==> config.mk <==
export PLATFORM = sky130hd
export DESIGN_NAME = bcd_entry_reg
export DESIGN_NICKNAME = d
export VERILOG_FILES = /design/src/rtl/bcd_entry_reg.sv
export SDC_FILE = /design/constraint.sdc
export NUM_CORES = 1
export LEC_CHECK = 0
export ABC_AREA = 1
export CAP_MARGIN = 20
export CORE_ASPECT_RATIO = 0.8
export CORE_MARGIN = 2
export CORE_UTILIZATION = 52
export DETAILED_ROUTE_END_ITERATION = 6
export GPL_TIMING_DRIVEN = 0
export MAX_ROUTING_LAYER = met4
export PLACE_DENSITY = 0.89
export REMOVE_ABC_BUFFERS = 1
export SLEW_MARGIN = 0
export SYNTH_ARGS = -nofsm -noshare
export SYNTH_HDL_FRONTEND = slang
export SYNTH_SLANG_ARGS = --single-unit
==> constraint.sdc <==
create_clock -name clk -period 1.85 [get_ports clk]
set_input_delay 0.37 -clock clk [delete_from_list [all_inputs] [get_ports clk]]
set_output_delay 0.37 -clock clk [all_outputs]
set_load 0.05 [all_outputs]
==> src/rtl/bcd_entry_reg.sv <==
// Keypad BCD operand entry register: collects decimal digits, supports backspace,
// clear and enter, then offers the packed BCD operand downstream with valid/ready.
module bcd_entry_reg #(
  parameter int unsigned DIGIT_NUM = 8
) (
  input  logic                   clk,
  input  logic                   reset,
  input  logic                   key_valid,
  input  logic [4:0]             key_code,
  output logic                   key_ready,
  output logic [4*DIGIT_NUM-1:0] operand,
  output logic                   operand_valid,
  input  logic                   operand_ready,
  output logic [3:0]             digit_count,
  output logic                   overflow
);

  localparam int unsigned OpW      = 4 * DIGIT_NUM;
  localparam logic [3:0]  DigitMax = 4'(DIGIT_NUM);

  localparam logic [4:0] KeyBksp  = 5'd10;
  localparam logic [4:0] KeyClear = 5'd11;
  localparam logic [4:0] KeyEnter = 5'd12;

  typedef enum logic [1:0] {
    StEmpty   = 2'd0,
    StEntry   = 2'd1,
    StPresent = 2'd2
  } state_e;

  state_e           state_q;
  logic [OpW-1:0]   operand_q;
  logic [3:0]       count_q;
  logic             ovf_q;
  logic             key_ready_q;
  logic             valid_q;

  always_ff @(posedge clk or posedge reset) begin
    if (reset) begin
      state_q     <= StEmpty;
      operand_q   <= '0;
      count_q     <= '0;
      ovf_q       <= 1'b0;
      key_ready_q <= 1'b1;
      valid_q     <= 1'b0;
    end else begin
      unique case (state_q)
        StEmpty, StEntry: begin
          if (key_valid) begin
            if (key_code <= 5'd9) begin
              if (count_q == 4'd0) begin
                // Leading zeros are swallowed so digit_count tracks significant digits.
                if (key_code[3:0] != 4'd0) begin
                  operand_q <= OpW'(key_code[3:0]);
                  count_q   <= 4'd1;
                  state_q   <= StEntry;
                end
              end else if (count_q < DigitMax) begin
                operand_q <= {operand_q[OpW-5:0], key_code[3:0]};
                count_q   <= count_q + 4'd1;
              end else begin
                ovf_q <= 1'b1;
              end
            end else if (key_code == KeyBksp) begin
              if (count_q != 4'd0) begin
                operand_q <= {4'h0, operand_q[OpW-1:4]};
                count_q   <= count_q - 4'd1;
                if (count_q == 4'd1) begin
                  state_q <= StEmpty;
                end
              end
            end else if (key_code == KeyClear) begin
              operand_q <= '0;
              count_q   <= '0;
              ovf_q     <= 1'b0;
              state_q   <= StEmpty;
            end else if (key_code == KeyEnter) begin
              state_q     <= StPresent;
              key_ready_q <= 1'b0;
              valid_q     <= 1'b1;
            end
          end
        end
        StPresent: begin
          if (operand_ready) begin
            operand_q   <= '0;
            count_q     <= '0;
            ovf_q       <= 1'b0;
            state_q     <= StEmpty;
            key_ready_q <= 1'b1;
            valid_q     <= 1'b0;
          end
        end
        default: begin
          state_q     <= StEmpty;
          operand_q   <= '0;
          count_q     <= '0;
          ovf_q       <= 1'b0;
          key_ready_q <= 1'b1;
          valid_q     <= 1'b0;
        end
      endcase
    end
  end

  assign key_ready     = key_ready_q;
  assign operand_valid = valid_q;
  assign operand       = operand_q;
  assign digit_count   = count_q;
  assign overflow      = ovf_q;

endmodule

# Word level (Yosys, flattened, before mapping)
# Index checks and enable logic that the tools add are counted.
[totals] register_bits=41 in_bits=9 wordCells=95
[classes] add_sub_neg=2 magnitude_cmp=2 eq_ne=24 n_mux=52 n_reduce_logical=9
[ops] op="$mux W32" count=9
[ops] op="$pmux W32 S2" count=1
[ops] op="$mux W4" count=9
[ops] op="$mux W2" count=10
[ops] op="$ne A4 B4 Y1 const B" count=5
[ops] op="$mux W1" count=18
[ops] op="$ne A3 B3 Y1 const B" count=6
[ops] op="$reduce_and A6 Y1" count=3
[ops] op="$eq A5 B4 Y1 const B" count=3
[ops] op="$ne A2 B2 Y1 const B" count=6
[ops] op="$pmux W4 S2" count=1
[ops] op="$reduce_bool A4 Y1" count=2
[ops] op="$reduce_and A7 Y1" count=1
[ops] op="$pmux W1 S2" count=3
[ops] op="$le A5 B4 Y1 const B" count=1
[ops] op="$ne A5 B5 Y1 const B" count=1
[ops] op="$add A4 B1 Y4 const B" count=1
[ops] op="$eq A4 B1 Y1 const B" count=1
[ops] op="$logic_not A4 Y1" count=1
[ops] op="$lt A4 B4 Y1 const B" count=1
[ops] op="$pmux W2 S2" count=1
[ops] op="$sub A4 B1 Y4 const B" count=1
[ops] op="$eq A2 B1 Y1 const B" count=1
[ops] op="$eq A2 B2 Y1 const B" count=1
[ops] op="other kinds (2)" count=2

# Logic depth before layout (Yosys ltp)
[depth] depth_word=7 ltp_mapped=11 mapped_depth_nobuf=10

# Worst setup path before layout
# Ideal clock, no wire load.
[synth_timing] kind="flip-flop to flip-flop" start="register count_q[0] (netlist: digit_count[0])" end="register operand_q[15] (netlist: operand[15])" setup_time_ns=0.066 arrival_time_ns=1.879 required_time_ns=1.784 setup_slack_ns=-0.095 stages_incl_launch_ff=11 synth_period_minus_slack_ns=1.945 path_cell_list="dfrtp_1 > inv_1 > ha_1 > nand2_1 > inv_2 > nor2_4 > buf_2 > nand2_1 > nand2_1 > nand3_1 > nand2_1"
[synth_via] elab_chain_len=5
[synth_lines] element="start: declaration" line="33" source="logic [3:0] count_q;"
[synth_lines] element="start signal: assignment" line="60" source="count_q <= count_q + 4'd1;"
[synth_lines] element="start signal: assignment" line="67" source="count_q <= count_q - 4'd1;"
[synth_lines] element="branches (longest 5 deep; another with $lt A4 B4 Y1)"
[synth_lines] element="end signal: assignment" line="54" source="operand_q <= OpW'(key_code[3:0]);"
[synth_lines] element="end signal: assignment" line="59" source="operand_q <= {operand_q[OpW-5:0], key_code[3:0]};"
[synth_lines] element="end signal: assignment" line="66" source="operand_q <= {4'h0, operand_q[OpW-1:4]};"
[synth_lines] element="end: declaration" line="32" source="logic [OpW-1:0] operand_q;"
# Parallel ways; which one is timed is not known. The select of a mux whose other input is x is not followed.
# A chain may end at the register's enable or synchronous reset.

# Worst setup path after layout
[layout_timing] start="input key_code[0]" end="register operand_q[17] (netlist: operand[17])"
[layout_via] elab_chain_len=5
[layout_lines] element="start: declaration" line="9" source="input logic [4:0] key_code,"
[layout_lines] element="branches (longest 5 deep; another with $le A5 B4 Y1)"
# Parallel ways; which one is timed is not known. The select of a mux whose other input is x is not followed.

==> run summary <==
first-pass GRT wire length - 11100 um
Worst setup SP type - input port
Top-Level Pins - 48
Vias/cell - 5.64
die height - 65.6 um
# nets final - 432
TritonCTS clock tree - yes
CP required - 2.10 ns
count leader, synth - nand2_1
FF-to-FF setup slack - 0.05 ns
starting density of the core - 53.9%
final hold violation count - 0
Worst VDD drop - 0.767 mV
CTS sink cnt - 41
Root Buffer Master - clkbuf_8
ys async rst share - 100%
final number of max-transition violations - 0
vias - 2706
max_cap viols - 0
CP Data Arrival Time - 2.07 ns
number of global-route vias before repair - 2354
Netlist Area Pre-Place - 2460 um^2
Residual DRC - 0
row count - 22
largest area contributor in the netlist - dfrtp_1
initial antenna violation count - 0
min Tclk post-route - 1.82 ns
Pwr Density - 1080 nW/um^2
worst setup path start - key_code[0]
endpoint type of the worst setup path - flip-flop
Setup crit end - operand[17]$_DFFE_PP0P_
Hold Slack - 0.485 ns
RR Startpoint - state_q[1]$_DFFE_PP0P_
final setup fails - 0
pre-CTS WS - -0.484 ns
area growth from synthesis to layout - 32.2%
gr ovfl total - 0
main combinational cell family by area after synthesis - simple AND/OR/NAND/NOR gates
synth top area cells - dfrtp_1 41%, nand2_1 29%, nand3_1 9.3%
post-synthesis adder-cell area fraction - 2.03%
post-synthesis mux area share - 0%
slew margin rel. - 42.9%
CTS Buf Count - 5
CTS clk-pin slew, worst paths - 0.08 ns
drt wl/cell - 15.3 um
synth warn - 0
worst min-delay path startpoint - operand_valid$_DFFE_PP0P_
FF+latch count, synth - 41
Distinct cells, synth - 28
GRT Overall Usage - 28.2%
register area share after synthesis - 41.7%
WS Path Type - input port to flip-flop
Avg Cell Area, Syn - 6.80 um^2
Post-synth top cells - 189 x nand2_1, 46 x nand3_1, 40 x dfrtp_1
LEAKAGE - 1.94 nW
1st-iter DRT viols - 375
CP max FO - 9
First-pass DRT Iterations - 5
Max Clk Rate - 0.549 GHz
Die X - 80.9 um
Reg2Reg Depth - 10
Buffers on Ports - 47
layout cells sized above 1 - 10.7%
final worst-path setup slack - 0.0274 ns
Top FF cell, synth - dfrtp_1
Diodes inserted - 0
Post-synth EDFFs - 0
Post-Syn Instances - 362
XOR/XNOR share of the synthesized area - 1.07%
Worst-Skew Late Latency - 0.30 ns
status - completed
design area - 3260 um^2
fraction of the mapped netlist area in simple logic gates - 45.8%
Detailed Route WL - 7370 um
post-DP HPWL - 3790 um
Synth top area share - 40.7%
Clock Tree Buf Depth - 2
# hold bufs at CTS - 0
clock skew - 0.00814 ns
die area - 5310 um^2
Area after DPL - 2930 um^2
HP Class - flip-flop to flip-flop
Core Box Area - 4570 um^2
Antenna Nets Post-Route - 0
Tcrit/Tclk final - 98.5%
Synth Area in Compound Gates - 1.68%
worst slew pin tran - 0.856 ns
GP Congestion - 0.981
Worst R2R End - operand[17]$_DFFE_PP0P_
H-tree depth - 2
hold path cells - 1
pin count of the biggest net entering global routing - 42
-- through the flow --
step | TNS, ns | util, % | std cells | power [mW]
2_1_floorplan | -5.70 | - | 346 | 2.12
3_3_place_gp | -45.37 | 63.6 | 453 | 2.50
3_5_place_dp | -16.85 | 64.1 | 454 | 2.55
4_1_cts | 0 | 68.2 | 473 | 3.29
5_1_grt | -1.38 | 71.2 | 480 | 3.69
6_report | 0 | 71.2 | 480 | 3.52
-- where the power goes --
part	leakage (nW)	switching [mW]	internal, mW
Combinational	1.34	1.27	0.468
Clock	0.0455	0.315	0.305
Sequential	0.555	0.141	1.01
-- routing by layer --
metal / share of wire, % / vias to the layer above / GRT usage [%] / routed length [um]
met4: 3.4 / 0 / 8.26 / 253
met1: 40 / 1230 / 36.5 / 2920
met3: 11 / 30 / 6.46 / 809
met5: 0 / - / - / 0
li1: - / 1252 / - / -
met2: 46 / 194 / 44.5 / 3380
-- layout make-up --
class / instances / area, um^2
repair buffers: 57 / 536
clock buffers: 8 / 90.1
repair inverters: 2 / 17.5
multi-input cells: 289 / 1400
flip-flops and latches: 41 / 1030
inverters: 23 / 110
fillers: 371 / 1310
well taps: 60 / 75.1
-- worst max-delay path, stage by stage --
cell	delay, ns
clkdlybuf4s50_1	0.49
inv_1	0.13
nand3_2	0.14
nor2_2	0.18
nand2_1	0.12
nand2_4	0.19
nand2_8	0.15
nand2_8	0.14
nand2_1	0.08
nand2_1	0.07
-- logic make-up after synthesis --
group	Yosys count
flops	41
simple gates	268
buf+inv	39
xor+xnor	3
fa+ha+maj	4
compound gates	7
-- sequential cells by signal, summed over array words and instances, names as in the netlist --
name and count:
operand_valid 1, operand 32, state_q 2, key_ready 1, digit_count 4, overflow 1
-- placed cells by master, fill, tap and decap left out --
cell type        count
nand3_1             45
nand2_8              6
o21a_1               1
o21ai_0              2
ha_1                 4
dfstp_2              1
nand3b_1             1
o21ai_4              1
dfrtp_1             38
or2_1                1
a21oi_1              3
clkbuf_1             2
inv_16               1
nand4_1              4
nor2_1              19
buf_12               1
buf_4                8
nand2_1            188
dfrtp_2              2
nand2_4              3
dlygate4sd2_1       36
xor2_1               3
inv_4                1
dlymetal6s2s_1       6
inv_2                3
clkdlybuf4s50_1      5
nor3_4               1
buf_8                1
inv_1               17
inv_6                3
nor2_4               2
nand3_2              2
clkbuf_8             6
nor2_2               2
nand2_2              1
-- worst min path at each step --
stage,to
floorplan,state_q[0]$_DFFE_PP0P_
global placement,state_q[0]$_DFFE_PP0P_
detailed placement,state_q[0]$_DFFE_PP0P_
CTS,key_ready$_DFFE_PP1P_
global route,state_q[0]$_DFFE_PP0P_
finish,operand_valid$_DFFE_PP0P_
-- repair_timing --
action,in CTS,in global routing
setup endpoints to repair,72,40
gates cloned,5,4
pin swaps,5,4
buffers inserted,6,3
resized for setup,45,20
No activity file was read; power rests on OpenSTA's default activity.
